--- src/rtl/fetch_pkg.sv ---
// Shared types and constants for the RV32I instruction-fetch stage.
package fetch_pkg;

  localparam int unsigned XLEN = 32;
  localparam logic [XLEN-1:0] RESET_PC_DEFAULT = 32'h0000_0060;
  localparam logic [XLEN-1:0] PC_STEP = 32'd4;

  typedef enum logic [1:0] {
    FETCH,
    HOLD,
    DISCARD
  } fetch_state_t;

  typedef struct packed {
    logic [XLEN-1:0] pc;
    logic [XLEN-1:0] instruction;
  } if_entry_t;

  // Instruction addresses are word aligned; low bits of a target are ignored.
  function automatic logic [XLEN-1:0] align_pc(input logic [XLEN-1:0] pc);
    return {pc[XLEN-1:2], 2'b00};
  endfunction

endpackage

--- src/rtl/fetch_skid_buffer.sv ---
// Single-entry skid buffer holding a fetched instruction while the output slot is stalled.
module fetch_skid_buffer
  import fetch_pkg::*;
(
  input  logic      clk,
  input  logic      rst,
  input  logic      load,
  input  logic      drain,
  input  logic      clear,
  input  if_entry_t load_entry,
  output logic      valid,
  output if_entry_t entry
);

  // Clear (redirect flush) beats load, load beats drain.
  always_ff @(posedge clk or negedge rst) begin
    if (!rst) begin
      valid <= 1'b0;
      entry <= '0;
    end else if (clear) begin
      valid <= 1'b0;
    end else if (load) begin
      valid <= 1'b1;
      entry <= load_entry;
    end else if (drain) begin
      valid <= 1'b0;
    end
  end

endmodule

--- src/rtl/fetch_stage.sv ---
// RV32I IF stage: owns the PC, runs the I-cache read handshake, and feeds the IF/ID buffer.
module fetch_stage
  import fetch_pkg::*;
#(
  parameter logic [XLEN-1:0] RESET_PC = RESET_PC_DEFAULT
) (
  input  logic            clk,
  input  logic            rst,
  output logic [XLEN-1:0] inst_mem_address,
  output logic            inst_mem_read,
  input  logic            inst_mem_resp,
  input  logic [XLEN-1:0] inst_mem_rdata,
  input  logic            stall,
  input  logic            redirect,
  input  logic [XLEN-1:0] redirect_pc,
  output logic            if_valid,
  output logic [XLEN-1:0] if_pc,
  output logic [XLEN-1:0] if_instruction
);

  fetch_state_t    state;
  logic [XLEN-1:0] req_addr;
  logic [XLEN-1:0] next_pc;
  if_entry_t       out_slot;

  logic            consume;
  logic [XLEN-1:0] target;
  logic            skid_load;
  logic            skid_drain;
  logic            skid_clear;
  logic            skid_valid;
  if_entry_t       skid_entry;
  if_entry_t       fetched;

  always_comb begin
    consume    = if_valid && !stall;
    target     = align_pc(redirect_pc);
    fetched    = '{pc: req_addr, instruction: inst_mem_rdata};
    skid_clear = redirect;
    skid_load  = !redirect && (state == FETCH) && inst_mem_resp && if_valid && stall;
    skid_drain = !redirect && (state == HOLD) && consume;
  end

  fetch_skid_buffer u_skid (
    .clk        (clk),
    .rst        (rst),
    .load       (skid_load),
    .drain      (skid_drain),
    .clear      (skid_clear),
    .load_entry (fetched),
    .valid      (skid_valid),
    .entry      (skid_entry)
  );

  // The request line follows the registered state; reset forces it low immediately.
  assign inst_mem_read    = rst && (state != HOLD);
  assign inst_mem_address = req_addr;
  assign if_pc            = out_slot.pc;
  assign if_instruction   = out_slot.instruction;

  always_ff @(posedge clk or negedge rst) begin
    if (!rst) begin
      state    <= FETCH;
      req_addr <= RESET_PC;
      next_pc  <= RESET_PC + PC_STEP;
      if_valid <= 1'b0;
      out_slot <= '0;
    end else if (redirect) begin
      // An outstanding request is never aborted: park the target until its response.
      if_valid <= 1'b0;
      if (state == HOLD || inst_mem_resp) begin
        req_addr <= target;
        next_pc  <= target + PC_STEP;
        state    <= FETCH;
      end else begin
        next_pc <= target;
        state   <= DISCARD;
      end
    end else begin
      unique case (state)
        FETCH: begin
          if (inst_mem_resp) begin
            req_addr <= next_pc;
            next_pc  <= next_pc + PC_STEP;
            if (!if_valid || consume) begin
              if_valid <= 1'b1;
              out_slot <= fetched;
            end else begin
              state <= HOLD;
            end
          end else if (consume) begin
            if_valid <= 1'b0;
          end
        end
        HOLD: begin
          if (consume) begin
            out_slot <= skid_entry;
            state    <= FETCH;
          end
        end
        DISCARD: begin
          if (inst_mem_resp) begin
            req_addr <= next_pc;
            next_pc  <= next_pc + PC_STEP;
            state    <= FETCH;
          end
          if (consume) begin
            if_valid <= 1'b0;
          end
        end
        default: state <= FETCH;
      endcase
    end
  end

  // Entry and skid state only matter together; keep the skid flag observable.
  logic skid_unused;
  assign skid_unused = skid_valid;

endmodule

--- config.mk ---
export PLATFORM = sky130hd
export DESIGN_NAME = fetch_stage
export DESIGN_NICKNAME = d
export VERILOG_FILES = /design/src/rtl/fetch_pkg.sv /design/src/rtl/fetch_skid_buffer.sv /design/src/rtl/fetch_stage.sv
export SDC_FILE = /design/constraint.sdc
export NUM_CORES = 1
export LEC_CHECK = 0
export CORE_MARGIN = 2
export CORE_UTILIZATION = 40
export CTS_CLUSTER_DIAMETER = 120
export DETAILED_ROUTE_END_ITERATION = 10
export PLACE_DENSITY_LB_ADDON = 0.25
export SLEW_MARGIN = 10
export SYNTH_ARGS = -nofsm -noshare
export SYNTH_HDL_FRONTEND = slang
export SYNTH_HIERARCHICAL = 1
export SYNTH_SLANG_ARGS = --single-unit
--- constraint.sdc ---
create_clock -name clk -period 4.53 [get_ports clk]
set_clock_uncertainty 0.15 [all_clocks]
set_input_delay 0.906 -clock clk [delete_from_list [all_inputs] [get_ports clk]]
set_output_delay 0.906 -clock clk [all_outputs]
set_load 0.01 [all_outputs]
==> flow_summary_export.csv <==
group,metric,value,unit
setup_path,worst-path-max-fanout,64,
setup_path,cp.arrival,3.34,ns
cts,cts-buffers-inserted,17,
timing,period_needed,3.179,ns
timing,hold_viol_final,0,
power,leakagePower,0.004999,uW
hold_path,worst_hold_path_type,"flip-flop to flip-flop",
cts,clock_tree_buf_depth,2,
final_layout,nFillCells,2142,
power,power.combinational.fraction,0.217,
place,number_of_port_buffers,164,
power,p_clk_frac,0.320,
timing,rsz_0062_raised_after_global_routing,"no",
hold_path,timing.hold.worst.start,"if_pc[30]$_DFFE_PN0P_",
cts,cts-htree-levels,4,
drt,postRouteAntennaNets,0,
drt,detail_route.wirelength,21600,microns
floorplan,die_area,0.02509,sq mm
hold_path,worstHoldEndpoint,"if_pc[30]$_DFFE_PN0P_",
timing,transition_time_at_the_pin_with_the_least_slew_margin,0.9472,ns
drt,drt_pass1_iterations,4,
setup_path,rrSetupSlack,1.97,ns
setup_path,capture_instance_of_the_worst_register_to_register_path,"if_instruction[10]$_DFFE_PN0P_",
cts,post_cts_resized,0,
cts,tritoncts,"done",
place,dp.final_hpwl,14630,microns
global_routing,grt_pass1_wl,34800,microns
drt,per_cell_routed_wire_length,16.53,microns
power,power_switching,1413,uW
global_routing,global_route.usage.total,0.1772,
cts,numClockSinks,192,
power,power_per_cell_area,398.7,mW/mm^2
power,power_report.internal_total,3354,uW
timing,final_min_period_over_clock_period,0.7018,
global_routing,globalRoute.totalOverflow,0,
global_routing,number_of_global_route_vias_before_repair,6384,
cts,cts_setup_buffers,0,
synthesis,synth_warnings,6,
timing,setup_tns,0,ns
timing,highest_clock_rate,314.5,MHz
global_routing,grt_start_max_net_pins,101,
drt,detailroute.via_count,6458,
place,replace_congestion,0.8052,
timing,slew-limit-headroom,0.3685,
synthesis,syn_area,0.009534,sq mm
final_layout,layout-drive-gt1-share,0.1316,
setup_path,crit_required,4.69,ns
cts,worstSkewPairLatency,0.43,ns
run,timing.max_cap.violations,0,
floorplan,die_width,158.4,microns
final_layout,final_nets,1046,
floorplan,fp.coreArea,0.02340,sq mm
setup_path,crit-reg2reg-launch,"state[0]$_DFFE_PN0P_",
power,power_switching_share,0.2964,
drt,detail_route.iter0.violations,389,
drt,drcViolationCount,0,
floorplan,pin_count,167,
setup_path,critPathLaunchType,"input port",
hold_path,timing.hold.worst_path_depth,2,
setup_path,endpoint_kind,"flip-flop",
setup_path,r2r_cells,5,
timing,final_setup_fails,0,
timing,finalMaxSlewViolations,0,
cts,cts.reportedPaths.clkPinSlew,0.08,ns
global_routing,number_of_antenna_violations_at_the_first_check_in_global_routing,0,
power,power.ir.vdd_worst,0.2537,mV
synthesis,synthesis.nets,905,
cts,clock_tree.root_cell,"clkbuf_16",
timing,post-route-worst-setup-slack,1.351,ns
setup_path,timing_worst_setup_path_type,"input port to flip-flop",
synthesis,synthesis.area_per_instance,11.43,sq um
place,place_ws,0.9317,ns
power,power.sequential.fraction,0.463,
status,run_status,"finished, final reports clean",
floorplan,placementRows,56,
final_layout,area_growth,25.42,%
cts,cts_hold_buf,0,
synthesis,count_of_mapped_cells_out_of_synthesis,834,
final_layout,antenna_cells,0,
floorplan,fp.dieH,158.4,microns
floorplan,start_util,0.4074,
drt,via_per_instance_ratio,4.941,
==> placed cells by master, fill, tap and decap left out, drive strengths merged, types with 2 or more instances in the layout <==
cell / count
dfrtp: 187
clkdlybuf4s50: 162
nand2: 116
mux2i: 113
o21ai: 100
mux2: 64
xnor2: 30
xor2: 26
clkbuf: 18
nand3: 18
inv: 18
buf: 16
nor4: 15
nor2: 14
nand4: 11
and3: 10
nor3: 10
a21oi: 10
and2: 6
and4: 6
nor2b: 6
dfstp: 5
or2: 4
clkinv: 4
o211ai: 3
nand2b: 2
o2111ai: 2
o21a: 2
ha: 2
==> worst max-delay path, cell delays in order <==
cell and delay, ns:
clkdlybuf4s50_1 0.72, nand2b_1 0.27, nor4_1 0.32, nor2b_4 0.24
buf_12 0.42, mux2_2 0.39
==> how the worst max path moves through the flow <==
stage / from / to / slack, ns / cells past startpoint
after global routing: inst_mem_resp / u_skid/entry[59]$_DFFE_PN0P_ / 1.16 / 6
after CTS: inst_mem_resp / u_skid/entry[61]$_DFFE_PN0P_ / 1.38 / 6
after global placement: inst_mem_resp / u_skid/entry[60]$_DFFE_PN0P_ / 0.98 / 6
after floorplan: redirect_pc[11] / next_pc[31]$_DFFE_PN0P_ / 1.70 / 6
final: inst_mem_resp / u_skid/entry[61]$_DFFE_PN0P_ / 1.35 / 6
after detailed placement: inst_mem_resp / u_skid/entry[60]$_DFFE_PN0P_ / 0.93 / 6
==> metrics by stage <==
stage	power [uW]	area [sq um]	util	hold WS, ns	instances
6_report	4767	11960	0.5110	0.3287	1307
5_1_grt	5022	11960	0.5110	0.3478	1307
4_1_cts	4825	11960	0.5110	0.3359	1307
3_5_place_dp	3286	11360	0.4852	0.3184	1275
3_3_place_gp	3260	11360	0.4852	0.3092	1275
2_1_floorplan	2696	9534	-	0.3303	834
==> state kept, by name, indices dropped and copies added (netlist names) <==
name and flops:
inst_mem_address 31, if_instruction 32, if_pc 32, next_pc 30, u_skid/entry 64, if_valid 1
state 2
==> routing by layer <==
metal | track usage | vias to the layer above | wire [microns]
met5 | 0 | - | 0
met4 | 0.04333 | 0 | 164
met3 | 0.02967 | 12 | 913
met2 | 0.2644 | 150 | 9368
met1 | 0.2682 | 3096 | 11160
li1 | - | 3200 | -
==> power by group through the flow <==
stage | sequential (uW) | combinational [uW] | clock (uW)
5_1_grt | 2250 | 1140 | 1630
3_5_place_dp | 2240 | 1040 | 0
3_3_place_gp | 2230 | 1030 | 0
6_report | 2210 | 1030 | 1530
2_1_floorplan | 2280 | 420 | 0
4_1_cts | 2210 | 1050 | 1570
==> final cells by class <==
type | count | area [sq um] | share of cell area
Sequential cell | 192 | 4811 | 0.4023
Clock inverter | 15 | 176.4 | 0.01475
Clock buffer | 17 | 425.4 | 0.03558
Timing Repair Buffer | 179 | 1780 | 0.1489
Tap cell | 319 | 399.1 | 0.03338
Inverter | 7 | 26.28 | 0.002197
Multi-Input combinational cell | 578 | 4339 | 0.3629
(Power assumes the default switching activity.)
